### config.mk
export PLATFORM = sky130hd
export DESIGN_NAME = piso_serializer
export DESIGN_NICKNAME = d
export VERILOG_FILES = /design/src/rtl/piso_serializer.sv
export SDC_FILE = /design/constraint.sdc
export NUM_CORES = 1
export LEC_CHECK = 0
export ABC_AREA = 1
export CAP_MARGIN = 20
export CORE_MARGIN = 3
export CORE_UTILIZATION = 47
export DETAILED_ROUTE_END_ITERATION = 10
export PLACE_DENSITY = 0.83
export SLEW_MARGIN = 20
export SYNTH_ARGS = -nofsm -noshare
export SYNTH_HDL_FRONTEND = slang
export SYNTH_SLANG_ARGS = --single-unit
### constraint.sdc
create_clock -name clk -period 2 [get_ports clk]
set_input_delay 0.6 -clock clk [delete_from_list [all_inputs] [get_ports clk]]
set_output_delay 0.6 -clock clk [all_outputs]
set_load 0.005 [all_outputs]
### src/rtl/piso_serializer.sv
// piso_serializer: parallel-in serial-out frame serializer with ready/valid load and stallable shift
module piso_serializer #(
    parameter int   WIDTH      = 8,
    parameter int   MSB_FIRST  = 1,
    parameter logic IDLE_LEVEL = 1'b0
) (
    input  logic             clk,
    input  logic             rst_n,
    input  logic             load_valid,
    input  logic [WIDTH-1:0] din,
    output logic             load_ready,
    input  logic             shift_en,
    output logic             sout,
    output logic             sout_valid,
    output logic             last,
    output logic             done,
    output logic             busy
);
    localparam int CW = $clog2(WIDTH);
    localparam logic [CW-1:0] CNT_LAST = CW'(WIDTH - 1);
    typedef enum logic {IDLE, SHIFT} state_t;
    state_t           state;
    logic [WIDTH-1:0] sreg;
    logic [CW-1:0]    cnt;
    logic             accept;
    logic             final_bit;
    assign last       = (state == SHIFT) && (cnt == CNT_LAST);
    assign final_bit  = last & shift_en;
    assign load_ready = (state == IDLE) | final_bit;
    assign accept     = load_valid & load_ready;
    assign sout_valid = (state == SHIFT);
    assign busy       = sout_valid;
    assign sout       = sout_valid ? ((MSB_FIRST != 0) ? sreg[WIDTH-1] : sreg[0]) : IDLE_LEVEL;
    // Frame control: load on accept (including back-to-back on the final bit), shift on consume, return to idle after the final bit
    always_ff @(posedge clk or negedge rst_n) begin
        if (!rst_n) begin
            state <= IDLE;
            sreg  <= '0;
            cnt   <= '0;
            done  <= 1'b0;
        end else begin
            done <= final_bit;
            if (accept) begin
                sreg  <= din;
                cnt   <= '0;
                state <= SHIFT;
            end else if (final_bit) begin
                state <= IDLE;
            end else if (state == SHIFT && shift_en) begin
                sreg <= (MSB_FIRST != 0) ? {sreg[WIDTH-2:0], 1'b0} : {1'b0, sreg[WIDTH-1:1]};
                cnt  <= cnt + 1'b1;
            end
        end
    end
endmodule

==> impl_metrics.env <==
export IMPL_drtPass1Iterations=4
export IMPL_antenna_found_initial=0
export IMPL_worst_slew_pin_slew_ps=588.7
export IMPL_yosys_area_share_adder_pct=3.378
export IMPL_viasPerCell=4.852
export IMPL_critPathMaxFanout=3
export IMPL_synth_area_leader_cell="dfrtp_1"
export IMPL_fill_cells=108
export IMPL_synth_edf_count=0
export IMPL_grt_pass1_vias=704
export IMPL_wl_um=1536
export IMPL_ys_seq_area_share_pct=43.92
export IMPL_ys_ff_latch=13
export IMPL_min_path_type="reg -> reg"
export IMPL_h_tree_depth=1
export IMPL_synth_compound_area_share_pct=2.027
export IMPL_yosysTopAreaCellShare_pct=43.92
export IMPL_antenna_left=0
export IMPL_cts_root_buf="clkbuf_4"
export IMPL_setup_violations_final=0
export IMPL_layout_drive_gt1_share_pct=24.41
export IMPL_synth_area_leaders="dfrtp_1 44%, nand2_1 16%, nand3_1 11%"
export IMPL_fin_skew_ps=8.605
export IMPL_gr_usage_all_layers_pct=17.79
export IMPL_num_antenna_cells=0
export IMPL_synth_top_cells_by_count="31 x nand2_1, 19 x inv_1, 16 x nand3_1"
export IMPL_fin_nets=142
export IMPL_p_leak_nw=0.5874
export IMPL_synth_cell_types=13
export IMPL_async_flop_share_pct=100.0
export IMPL_grt_pass1_wl_um=2691
export IMPL_dp_hpwl_um=1093
export IMPL_finalPower_uw=977.3
export IMPL_clockBufferDepth=2
export IMPL_wire_per_inst_um=10.82
export IMPL_io_buffers=17
export IMPL_max_vdd_ir_drop_uv=632.2
export IMPL_startpoint_type="flop"
export IMPL_gr_total_overflow=0
export IMPL_crit_arrival_ps=1310
export IMPL_rows=13
export IMPL_synth_avg_cell_area_um2=7.558
export IMPL_hold_viol=0
export IMPL_synth_xor_area_share_pct=0
export IMPL_place_gp_congestion=0.7714
export IMPL_syn_nets=112
export IMPL_synth_most_common_cell="nand2_1"
export IMPL_synth_area_mux_share_pct=0
export IMPL_drc=0
export IMPL_io_pins=18
export IMPL_cts_tree="built"
export IMPL_layout_min_cycle_time_ps=1909
export IMPL_status="finished, final reports clean"
export IMPL_die_y_um=45.70
export IMPL_drtIter0Drc=8
export IMPL_synth_simple_gate_area_share_pct=32.94
export IMPL_synth_flop_cell="dfrtp_1"
export IMPL_cap_viol_max_count=0
export IMPL_tns_ps=0
export IMPL_rsz0062_at_grt="false"
export IMPL_synth_top_family_by_area="simple AND/OR/NAND/NOR gates"
export IMPL_core_mm2=0.001383
export IMPL_initial_core_util_pct=53.57
export IMPL_fmax_ghz=0.5237
export IMPL_synthCells=98
export IMPL_finalCritPeriodShare_pct=95.47
export IMPL_vias=689
export IMPL_syn2layout_area_growth_pct=36.32
export IMPL_die_area_mm2=0.002088
export IMPL_clk_pin_slew_ps=80
export IMPL_cts_sinks=13
export IMPL_slew_headroom_pct=60.63
export IMPL_power_density_mw_per_mm2=967.9
export IMPL_worstSetupEndpointType="primary output"
export IMPL_ff2ff_setup_slack_ps=470
export IMPL_crit_type="reg -> out"
export IMPL_slew_viol_final=0
export IMPL_yosys_warnings=0
export IMPL_required_ps=1400
export IMPL_numCtsBuffers=3
export IMPL_grt_max_degree=14
export IMPL_syn_area_um2=740.7
export IMPL_clkLatencyLatePin_ps=290
export IMPL_die_x_um=45.70
==> area by class of cell <==
type | instances | area (µm²) | share of cell area (%)
well taps | 15 | 18.77 | 1.859
clock inverters | 1 | 5.005 | 0.4957
clock buffers | 3 | 22.52 | 2.230
flip-flops and latches | 13 | 326.6 | 32.34
inverters | 21 | 78.83 | 7.807
multi-input cells | 59 | 301.5 | 29.86
repair buffers | 30 | 256.5 | 25.40
==> worst max-delay path, stage by stage (launching register included) <==
cell     delay (ps)
dfrtp_1         390
ha_2            200
ha_4            170
nand3_2          80
nand2_2          60
buf_2           120
==> power breakdown <==
group / leakage (nW) / switching [mW] / internal [mW]
registers: 0.169 / 0.0511 / 0.351
logic: 0.401 / 0.192 / 0.220
clock network: 0.0177 / 0.0896 / 0.0744
total: 0.587 / 0.332 / 0.645
==> state kept, by name, indices dropped and copies added, names as in the netlist <==
register and count:
cnt 3, done 1, busy 1, sreg 8
==> cells by family (layout without fill, tap and decap cells) <==
logic type,Yosys count,after routing
fa+ha+maj,2,2
buf+inv,26,55
flops,13,13
simple gates,54,54
compound gates,3,3
==> layer usage <==
metal / global-route usage (%) / wire (µm) / up-vias
met2: 33.43 / 851 / 15
met5: 0 / 0 / -
met3: 6.324 / 82 / 3
li1: - / - / 352
met1: 17.89 / 590 / 319
met4: 5.682 / 13 / 0
==> layout by cell type (no fill, tap or decap) <==
master and count:
nand2_1 30, inv_1 19, nand3_1 16, clkdlybuf4s50_1 14, buf_4 13, dfrtp_1 12, nand2_2 6, clkbuf_4 3
inv_2 2, o21ai_1 2, nand3_2 1, nand4_1 1, o21ai_0 1, ha_2 1, ha_4 1, dfrtp_2 1
clkinv_2 1, dlygate4sd2_1 1, clkbuf_2 1, buf_2 1
==> repair_timing <==
action,in CTS,in global routing
gates resized for setup,10,3
pin swaps,0,1
hold buffers,0,0
buffers inserted,2,4
endpoints found under the setup margin,4,4
gates cloned,0,0
==> stage by stage <==
step / setup WS (ps) / utilization, % / cell area (µm²) / instances / hold WS, ps
final: 90.51 / 73.03 / 1010 / 142 / 482.5
after global routing: 46.91 / 73.03 / 1010 / 142 / 502.6
after CTS: 4.206 / 71.58 / 989.7 / 138 / 486.9
after detailed placement: -382.4 / 67.24 / 929.6 / 132 / 466.5
after global placement: -369.0 / 67.24 / 929.6 / 132 / 457.8
after floorplan: 342.3 / - / 740.7 / 98 / 304.4
==> final timing paths <==
kind	cells after the start	start	to
worst min-delay path	2	sreg[0]$_DFFE_PN0P_	sreg[0]$_DFFE_PN0P_
worst min register to register	2	sreg[0]$_DFFE_PN0P_	sreg[0]$_DFFE_PN0P_
worst max register to register	9	cnt[1]$_DFFE_PN0P_	sreg[5]$_DFFE_PN0P_
max in group asynchronous	1	rst_n	busy$_DFFE_PN0P_
worst max-delay path	5	cnt[1]$_DFFE_PN0P_	load_ready
min in group asynchronous	1	rst_n	sreg[4]$_DFFE_PN0P_
Power figures use the tool's default switching activity.
